## src/rtl/stack_lifo.sv

```systemverilog
// stack_lifo
//   LIFO stack for the UAZ 8-bit datapath. Holds return addresses and saved
//   register values. The most recently popped word is held in a register
//   that feeds the register-input multiplexer.
//
// Ports
//   i_Clk               system clock, rising edge
//   i_Reset             synchronous active-high reset
//   i_Push / i_Pop      operation requests for this cycle
//   i_Dato              word to push
//   o_Senal_a_stack     registered last popped word
//   o_Valido            one-cycle pulse when o_Senal_a_stack was just loaded
//   o_Cuenta            occupied entries, 0..DEPTH
//   o_Vacio / o_Lleno   empty / full, decoded from the count
//   o_Desbordamiento    sticky: push attempted while full
//   o_Subdesbordamiento sticky: pop attempted while empty
//
// DEPTH must be a power of two and at least 2. PTR_W is derived.
module stack_lifo #(
  parameter int DATA_WIDTH = 8,
  parameter int DEPTH      = 8,
  parameter int PTR_W      = $clog2(DEPTH)
) (
  input  logic                  i_Clk,
  input  logic                  i_Reset,
  input  logic                  i_Push,
  input  logic                  i_Pop,
  input  logic [DATA_WIDTH-1:0] i_Dato,
  output logic [DATA_WIDTH-1:0] o_Senal_a_stack,
  output logic                  o_Valido,
  output logic [PTR_W:0]        o_Cuenta,
  output logic                  o_Vacio,
  output logic                  o_Lleno,
  output logic                  o_Desbordamiento,
  output logic                  o_Subdesbordamiento
);

  localparam logic [PTR_W:0] CNT_FULL = (PTR_W+1)'(DEPTH);

  // Per-cycle action, resolved from the request pair and occupancy.
  localparam logic [2:0] OP_IDLE      = 3'd0;
  localparam logic [2:0] OP_PUSH      = 3'd1;
  localparam logic [2:0] OP_PUSH_FULL = 3'd2;
  localparam logic [2:0] OP_POP       = 3'd3;
  localparam logic [2:0] OP_POP_EMPTY = 3'd4;
  localparam logic [2:0] OP_REPLACE   = 3'd5;
  localparam logic [2:0] OP_PASS      = 3'd6;

  logic [DATA_WIDTH-1:0] mem [DEPTH];
  logic [PTR_W:0]        cnt;
  logic [PTR_W-1:0]      wr_idx;
  logic [PTR_W-1:0]      top_idx;
  logic                  empty;
  logic                  full;
  logic [2:0]            op;

  assign empty = (cnt == '0);
  assign full  = (cnt == CNT_FULL);

  // When full, cnt's low bits are zero, so cnt-1 in PTR_W bits lands on
  // DEPTH-1 as required; wr_idx is never used while full.
  assign wr_idx  = cnt[PTR_W-1:0];
  assign top_idx = cnt[PTR_W-1:0] - 1'b1;

  always_comb begin
    op = OP_IDLE;
    case ({i_Push, i_Pop})
      2'b10:   op = full  ? OP_PUSH_FULL : OP_PUSH;
      2'b01:   op = empty ? OP_POP_EMPTY : OP_POP;
      2'b11:   op = empty ? OP_PASS      : OP_REPLACE;
      default: op = OP_IDLE;
    endcase
  end

  // Storage is deliberately not reset; reset only empties the stack by count.
  always_ff @(posedge i_Clk) begin
    if (!i_Reset) begin
      if (op == OP_PUSH)
        mem[wr_idx] <= i_Dato;
      else if (op == OP_REPLACE)
        mem[top_idx] <= i_Dato;
    end
  end

  always_ff @(posedge i_Clk) begin
    if (i_Reset) begin
      cnt                 <= '0;
      o_Senal_a_stack     <= '0;
      o_Valido            <= 1'b0;
      o_Desbordamiento    <= 1'b0;
      o_Subdesbordamiento <= 1'b0;
    end else begin
      o_Valido <= 1'b0;
      case (op)
        OP_PUSH: begin
          cnt <= cnt + 1'b1;
        end
        OP_PUSH_FULL: begin
          o_Desbordamiento <= 1'b1;
        end
        OP_POP: begin
          o_Senal_a_stack <= mem[top_idx];
          o_Valido        <= 1'b1;
          cnt             <= cnt - 1'b1;
        end
        OP_POP_EMPTY: begin
          o_Subdesbordamiento <= 1'b1;
        end
        OP_REPLACE: begin
          // Old top goes out while the new word overwrites it in place.
          o_Senal_a_stack <= mem[top_idx];
          o_Valido        <= 1'b1;
        end
        OP_PASS: begin
          o_Senal_a_stack <= i_Dato;
          o_Valido        <= 1'b1;
        end
        default: begin
        end
      endcase
    end
  end

  assign o_Cuenta = cnt;
  assign o_Vacio  = empty;
  assign o_Lleno  = full;

endmodule

```

## config.mk

```make
export PLATFORM = sky130hd
export DESIGN_NAME = stack_lifo
export DESIGN_NICKNAME = d
export VERILOG_FILES = /design/src/rtl/stack_lifo.sv
export SDC_FILE = /design/constraint.sdc
export NUM_CORES = 1
export LEC_CHECK = 0
export CAP_MARGIN = 20
export CORE_ASPECT_RATIO = 0.9
export CORE_MARGIN = 2
export CORE_UTILIZATION = 45
export DETAILED_ROUTE_END_ITERATION = 7
export PLACE_DENSITY = 0.62
export SYNTH_ARGS = -nofsm -noshare
export SYNTH_HDL_FRONTEND = slang
export SYNTH_SLANG_ARGS = --single-unit
```

## constraint.sdc

```tcl
create_clock -name i_Clk -period 5 [get_ports i_Clk]
set_clock_uncertainty 0.1 [all_clocks]
set_input_delay 0.5 -clock i_Clk [delete_from_list [all_inputs] [get_ports i_Clk]]
set_output_delay 0.5 -clock i_Clk [all_outputs]
set_load 0.01 [all_outputs]
```

* Word-level counts from Yosys, hierarchy flattened
Memories as Yosys holds them, arrays and structs flattened.
Cells that the tools add are included.
** Word-level totals
- Bits in writable memories :: 64
- Input bits :: 12
- Register bits after elaboration :: 15
- Word-level logic and storage cells :: 42
- Output and inout bits :: 17
- Memories :: 1
** Memory list
- mem :: depth 8, bits a word 8, rd ports 1, clocked after Yosys merged registers in 0, write ports 1, RTL line 49 : logic [DATA_WIDTH-1:0] mem [DEPTH];
** Operators by class
- Multiplexer cells :: 17
- Equal/unequal tests :: 10
- Add/subtract/negate cells :: 3
- Reductions and logical operators :: 6
** Operators by type and width (count)
- case mux 8 bit (2 select lines) :: 1
- == test 3 bit, second input constant :: 3
- two-way mux 1 bit :: 9
- case mux 3 bit (3 select lines) :: 1
- two-way mux 8 bit :: 1
- case mux 4 bit (2 select lines) :: 1
- OR reduction 8 bit :: 1
- == test 3 x 2 -> 1 bit, second input constant :: 2
- two-way mux 3 bit :: 2
- adder 4 x 1 -> 4 bit, second input constant :: 1
- == test 2 bit, second input constant :: 2
- == test 4 bit, second input constant :: 1
- logical NOT 4 bit :: 1
- two-way mux 2 bit :: 2
- nonzero test 2 bit :: 2
- subtractor 4 x 1 -> 4 bit, second input constant :: 1
- == test 3 x 1 -> 1 bit, second input constant :: 1
- OR reduction 3 bit :: 1
- subtractor 3 x 1 -> 3 bit, second input constant :: 1
- == test 2 x 1 -> 1 bit, second input constant :: 1
- OR reduction 2 bit :: 1

* Logic depth before layout (Yosys ltp)
Gate-level depths: netlist (run 1).
- Depth after elaboration :: 10
- Depth in mapped cells :: 12
- Gate-level depth less buffers :: 10

* Worst setup path before layout (run 1)
OpenSTA, ideal clock, no wires.
- Path type :: flip-flop to flip-flop
- From :: register cnt[0], in the netlist o_Cuenta[0]
- To :: memory mem[6][0] (enable)
- Arrival :: 2.310 ns
- Stages on the path, launching flop included :: 11
- Path buffers :: 3
- Required time :: 4.530 ns
- Slack :: 2.220 ns
- Clock period less this slack :: 2.780 ns
- Library setup time :: 0.370 ns
- Cells stage by stage :: dfxtp_1 buf_2 inv_1 ha_1 buf_4 or3b_4 inv_4 buf_6 nor4_2 a211oi_2 nor2_1
** On the way
- Elaborated cells on any way between the ends :: 19
- Classes of those cells :: add/sub (1); eq/ne (3); mux (13); reduce/logical (2)
** RTL lines
- start, declared :: RTL line 50 : logic [PTR_W:0] cnt;
- start signal, assigned :: RTL line 96 : cnt <= cnt + 1'b1;
- start signal, assigned :: RTL line 104 : cnt <= cnt - 1'b1;
- subtractor 3 x 1 -> 3 bit :: RTL line 63 : assign top_idx = cnt[PTR_W-1:0] - 1'b1;
- net top_idx[0] :: RTL line 52 : logic [PTR_W-1:0] top_idx;
- two-way mux 3 bit (no source line)
- end, declared :: RTL line 49
The timed path passes the listed nets, and every way through them passes these cells.

* Final worst setup path (run 1)
- From :: register cnt[0], in the netlist o_Cuenta[0]
- To :: memory mem[1][6] (enable)
The elaborated chain is that of the path after synthesis.

==> impl_metrics.ini, run 1 <==
[outcome]
status = completed

[sta]
min_period_ns = 3.34
period_share = 0.669
slew_viol_final = 0
relSlewSlack = 0.379
tightest_slew_ns = 0.931
final-setup-viol-count = 0
finalHoldViolCount = 0
setup_tns_ns = 0
rsz0062_at_grt = no
timing.fmax_mhz = 299

[floorplan]
fp.coreArea_mm2 = 0.00743
num_rows = 30
io_pins = 29
die_width_um = 95.6
die_h_um = 86.4
initial_core_util = 0.457
die_area_mm2 = 0.00826

[cts]
postCtsSetupRepairBufs = 0
cts-buffers-inserted = 9
cts.root.buffer_cell = clkbuf_8
cts_sinks = 79
clk_latency_ns = 0.36
clk_pin_slew_ns = 0.09
clock_path_buffers = 2
ctsResizeCount = 0
cts_hold_buf = 0
cts_tree = yes
htree_levels = 3

[placement]
hpwl_mm = 4.64
dp_cells = 333
gp_congestion = 0.802
portBuffers = 28

[layout]
area_growth_pct = 15.8
final_common_cell = edfxtp_1
utilization = 0.529
final_cell_mix = edfxtp_1 (64), clkdlybuf4s50_1 (28), mux4_2 (17)
nNetsFinal = 264
final_cells = 349
antenna_cells = 0
drive_above_1_share = 0.162

[route]
drc = 0
wl_per_cell_um = 20.5
vias_per_cell = 5.81
firstDrtPassIters = 4
finalWirelength_mm = 7.17
via_count = 2027
drt-initial-drc-count = 176
final_antenna_net_count = 0

[critical_path]
critPathKind = flip-flop to flip-flop
start_kind = flip-flop
crit_path_end_kind = flip-flop
cpMaxStageDelayCell = ha_1
worst-path-buf-inv = 2
slowest_delay_ns = 0.95
crit_required_ns = 4.88
path_cells = buf_4, inv_1, ha_1, nor4b_1, nor3_1, nor2_1
worstPathArrival_ns = 3.23
worstPathMaxFanout = 24
cp_top_family = simple AND/OR/NAND/NOR gates

[global_route]
grt_overflow = 0
antenna_found_initial = 0
grt_max_degree = 25
grt_pass1_wl_mm = 11.0
grt_pass1_vias = 1997
grtUsageTotal = 0.189

[power_and_ir_drop]
p_leak_nw = 1.29
power_density_mw_per_mm2 = 390
peakVddDrop_mv = 0.192

[min_path]
hold_path_class = flip-flop to flip-flop

[synthesis]
yosysSeqAreaShare = 0.654
syn_nets = 238
netlist.area_leader.share = 0.566
yosys-top-cells-area = edfxtp_1 (57%), mux4_2 (11%), dfxtp_1 (8.8%)
synth_ff_type = edfxtp_1
ys_ff_latch = 79
synth_enable_flop_cells = 64
yosys_warnings = 0
synth_largest_area_cell = edfxtp_1
synth_area_mm2 = 0.00340
synth.avg_cell_area_um2 = 15.3
synth_cell_types = 46
ys_async_sr_fraction = 0
syn_inst = 222

[run]
cap_viol_max_count = 0
==> layer usage <==
| layer | global-route usage | up-vias | wire, µm |
|---|---|---|---|
| li1 | - | 933 | - |
| met3 | 0.0565 | 17 | 399 |
| met1 | 0.251 | 1004 | 3110 |
| met5 | 0 | - | 0 |
| met2 | 0.281 | 73 | 3440 |
| met4 | 0.104 | 0 | 222 |
==> metrics by stage <==
| step | power, mW | setup slack [ns] | hold WS (ns) | area [µm²] |
|---|---|---|---|---|
| global route | 1.60 | 1.38 | 0.416 | 3940 |
| CTS | 1.55 | 1.56 | 0.392 | 3940 |
| finish | 1.53 | 1.66 | 0.392 | 3940 |
| detailed placement | 1.07 | 1.59 | 0.363 | 3730 |
| floorplan | 0.966 | 2.22 | 0.403 | 3400 |
| global placement | 1.06 | 1.71 | 0.350 | 3730 |
==> flip-flops by register name (all words and copies together), names as in the netlist <==
name                 cells
o_Valido                 1
o_Desbordamiento         1
o_Senal_a_stack          8
mem                     64
o_Cuenta                 4
o_Subdesbordamiento      1
==> power by group <==
group          leakage (nW)  switching (mW)  internal, mW
sequential            0.701          0.0167         0.736
clock                0.0998           0.248         0.237
combinational         0.490           0.163         0.135
==> synth_stat cells, types with 2 or more instances <==
cell,number
a31oi_1,8
clkbuf_1,6
buf_4,2
nor2b_1,4
nand2b_1,4
a21oi_1,5
nor3_1,12
nor2_1,11
o21ai_0,7
inv_1,6
nand3_1,3
o21bai_1,7
mux4_2,17
a22oi_1,7
dfxtp_1,15
a211oi_1,3
o21ai_1,4
nand2_1,3
ha_1,3
edfxtp_1,64
and3b_1,3
buf_2,4
==> worst register-to-register path, cell delays in order, from the launching register on <==
cell and delay (ns):
dfxtp_1 0.33, buf_4 0.35, inv_1 0.20, ha_1 0.95, nor4b_1 0.31, nor3_1 0.11, nor2_1 0.62
==> logic make-up (layout without fill, tap and decap cells) <==
kind of cell,after synthesis,in the layout,synth area share
DFF,79,79,0.654
and+or+nand+nor,55,55,0.0969
AOI/OAI and AO/OA,45,45,0.0869
buffers and inverters,21,52,0.0298
muxes,17,17,0.113
adders and majority gates,4,4,0.0169
xor gates and xnor gates,1,1,0.00258
==> final cells by class <==
type | count | area (µm²)
clock inverter | 7 | 78.8
fill | 613 | 3500
sequential | 79 | 2220
tap | 96 | 120
inverter | 7 | 28.8
clock buffer | 9 | 124
timing repair buffer | 29 | 288
multi-input combinational | 122 | 1070
==> worst paths after layout <==
path / start / to / slack, ns / cells past startpoint
worst max-delay path: o_Cuenta[0]$_SDFFE_PP0P_ / mem[1][6]$_DFFE_PP_ / 1.66 / 6
worst min-delay path: o_Subdesbordamiento$_SDFFE_PP0N_ / o_Subdesbordamiento$_SDFFE_PP0N_ / 0.39 / 2
worst max register to register: o_Cuenta[0]$_SDFFE_PP0P_ / mem[1][6]$_DFFE_PP_ / 1.66 / 6
worst min register to register: o_Subdesbordamiento$_SDFFE_PP0N_ / o_Subdesbordamiento$_SDFFE_PP0N_ / 0.39 / 2
(Power assumes the default switching activity.)
==> inputs of run 2 (changes only) <==
clock period = 3.5 ns   (was 5 ns; I/O delays follow)
==> impl_metrics.ini, run 2 (same netlist as run 1, synthesis figures left out) <==
[outcome]
status = completed

[layout]
nFillCells = 619
drive_above_1_share = 0.191
largest_register = mem
seq_area_mm2 = 0.00222
final_common_cell = edfxtp_1
largest_reg_flops = 64
antenna_cells = 0
multiInputGateArea_mm2 = 0.00107
nNetsFinal = 273
final_cell_mix = edfxtp_1 (64), clkdlybuf4s50_1 (28), mux4_2 (17)
area_growth_pct = 17.8
utilization = 0.538

[global_route]
grtUsageTotal = 0.195
grt_max_degree = 22
grt_overflow = 0
grt_pass1_wl_mm = 11.6
antenna_found_initial = 0
grt_pass1_vias = 2050

[critical_path]
crit_path_end_kind = output port
start_kind = flip-flop
slowest_delay_ns = 0.56
crit_required_ns = 3.05
worstPathArrival_ns = 2.44
worstPathMaxFanout = 13
path_cells = inv_1, ha_1, or3b_4, inv_4, clkdlybuf4s50_1
cpMaxStageDelayCell = clkdlybuf4s50_1
critPathKind = flip-flop to output port

[cts]
cts_tree = yes
clk_pin_slew_ns = 0.09
cts_hold_buf = 0
cts_sinks = 79
htree_levels = 3
postCtsSetupRepairBufs = 0
cts-buffers-inserted = 9
ctsResizeCount = 0
clock_path_buffers = 2
clk_latency_ns = 0.35
cts.root.buffer_cell = clkbuf_8

[placement]
pre_cts_ws_ns = 0.595
gp_congestion = 0.837
hpwl_mm = 4.83
portBuffers = 28

[power_and_ir_drop]
p_leak_nw = 1.34
peakVddDrop_mv = 0.285
p_int_mw = 1.59
power_frac_seq = 0.488
clockPowerShare = 0.315
power_density_mw_per_mm2 = 550
switching_power_mw = 0.613
combPwrFrac = 0.197
sw_frac_of_total = 0.279

[floorplan]
die_h_um = 86.4
initial_core_util = 0.457
fp.coreArea_mm2 = 0.00743
die_area_mm2 = 0.00826
num_rows = 30
die_width_um = 95.6
io_pins = 29

[sta]
slew_viol_final = 0
fin_ws_ns = 0.611
final-setup-viol-count = 0
setup_tns_ns = 0
finalHoldViolCount = 0
relSlewSlack = 0.438
rsz0062_at_grt = no
tightest_slew_ns = 0.837
period_share = 0.825
min_period_ns = 2.89
timing.fmax_mhz = 346

[route]
drt-initial-drc-count = 130
finalWirelength_mm = 7.36
wl_per_cell_um = 20.6
firstDrtPassIters = 4
final_antenna_net_count = 0
vias_per_cell = 5.72
via_count = 2048
drc = 0

[min_path]
hold_path_class = flip-flop to flip-flop

[run]
cap_viol_max_count = 0
## run 2: cell count changes in the layout (fill, tap and decap cells not counted)
| cell | before | now |
|---|---|---|
| inv_6 | 2 | 4 |
| inv_8 | 1 | 0 |
| clkinvlp_4 | 1 | 0 |
| buf_4 | 1 | 10 |
## run 2: routing by layer
metal  up-vias  track usage  part of all wire
met1      1047        0.276              0.47
met4         0       0.0494            0.0072
met3         4       0.0513             0.040
met5         -            0                 0
li1        950            -                 -
met2        47        0.302              0.48
## run 2: cell type report
type,count,area share
inverters,7,0.00719
well taps,96,0.0300
clock buffers,9,0.0310
flip-flops and latches,79,0.555
repair buffers,38,0.0888
clock inverters,7,0.0194
multi-input cells,122,0.268
## run 2: through the flow
stage | cell area, µm² | hold slack (ns) | power [mW] | std cells
finish | 4000 | 0.377 | 2.20 | 358
global route | 4000 | 0.436 | 2.30 | 358
CTS | 4000 | 0.382 | 2.22 | 358
detailed placement | 3800 | 0.357 | 1.53 | 342
global placement | 3800 | 0.352 | 1.52 | 342
floorplan | 3400 | 0.349 | 1.38 | 222
## run 2: path summary, 6_finish.rpt
path                                    start                          endpoint  slack, ns  cells after the start
min reg2reg  o_Subdesbordamiento$_SDFFE_PP0N_  o_Subdesbordamiento$_SDFFE_PP0N_       0.38                      2
max                  o_Cuenta[1]$_SDFFE_PP0P_                           o_Vacio       0.61                      5
max reg2reg          o_Cuenta[1]$_SDFFE_PP0P_          o_Cuenta[3]$_SDFFE_PP0P_       0.70                     10
min          o_Subdesbordamiento$_SDFFE_PP0N_  o_Subdesbordamiento$_SDFFE_PP0N_       0.38                      2
## run 2: power groups by stage
stage	logic (mW)	registers [mW]	clock network (mW)
5_1_grt	0.470	1.08	0.747
2_1_floorplan	0.281	1.10	0
6_report	0.432	1.07	0.693
3_5_place_dp	0.433	1.10	0
4_1_cts	0.435	1.07	0.711
3_3_place_gp	0.429	1.10	0
## run 2: worst max-delay path: cells and delay by family (launching register included)
family	cells	cell delay, ns
buffers and inverters	3	0.87
and+or+nand+nor	1	0.48
DFF	1	0.37
adders and majority gates	1	0.36
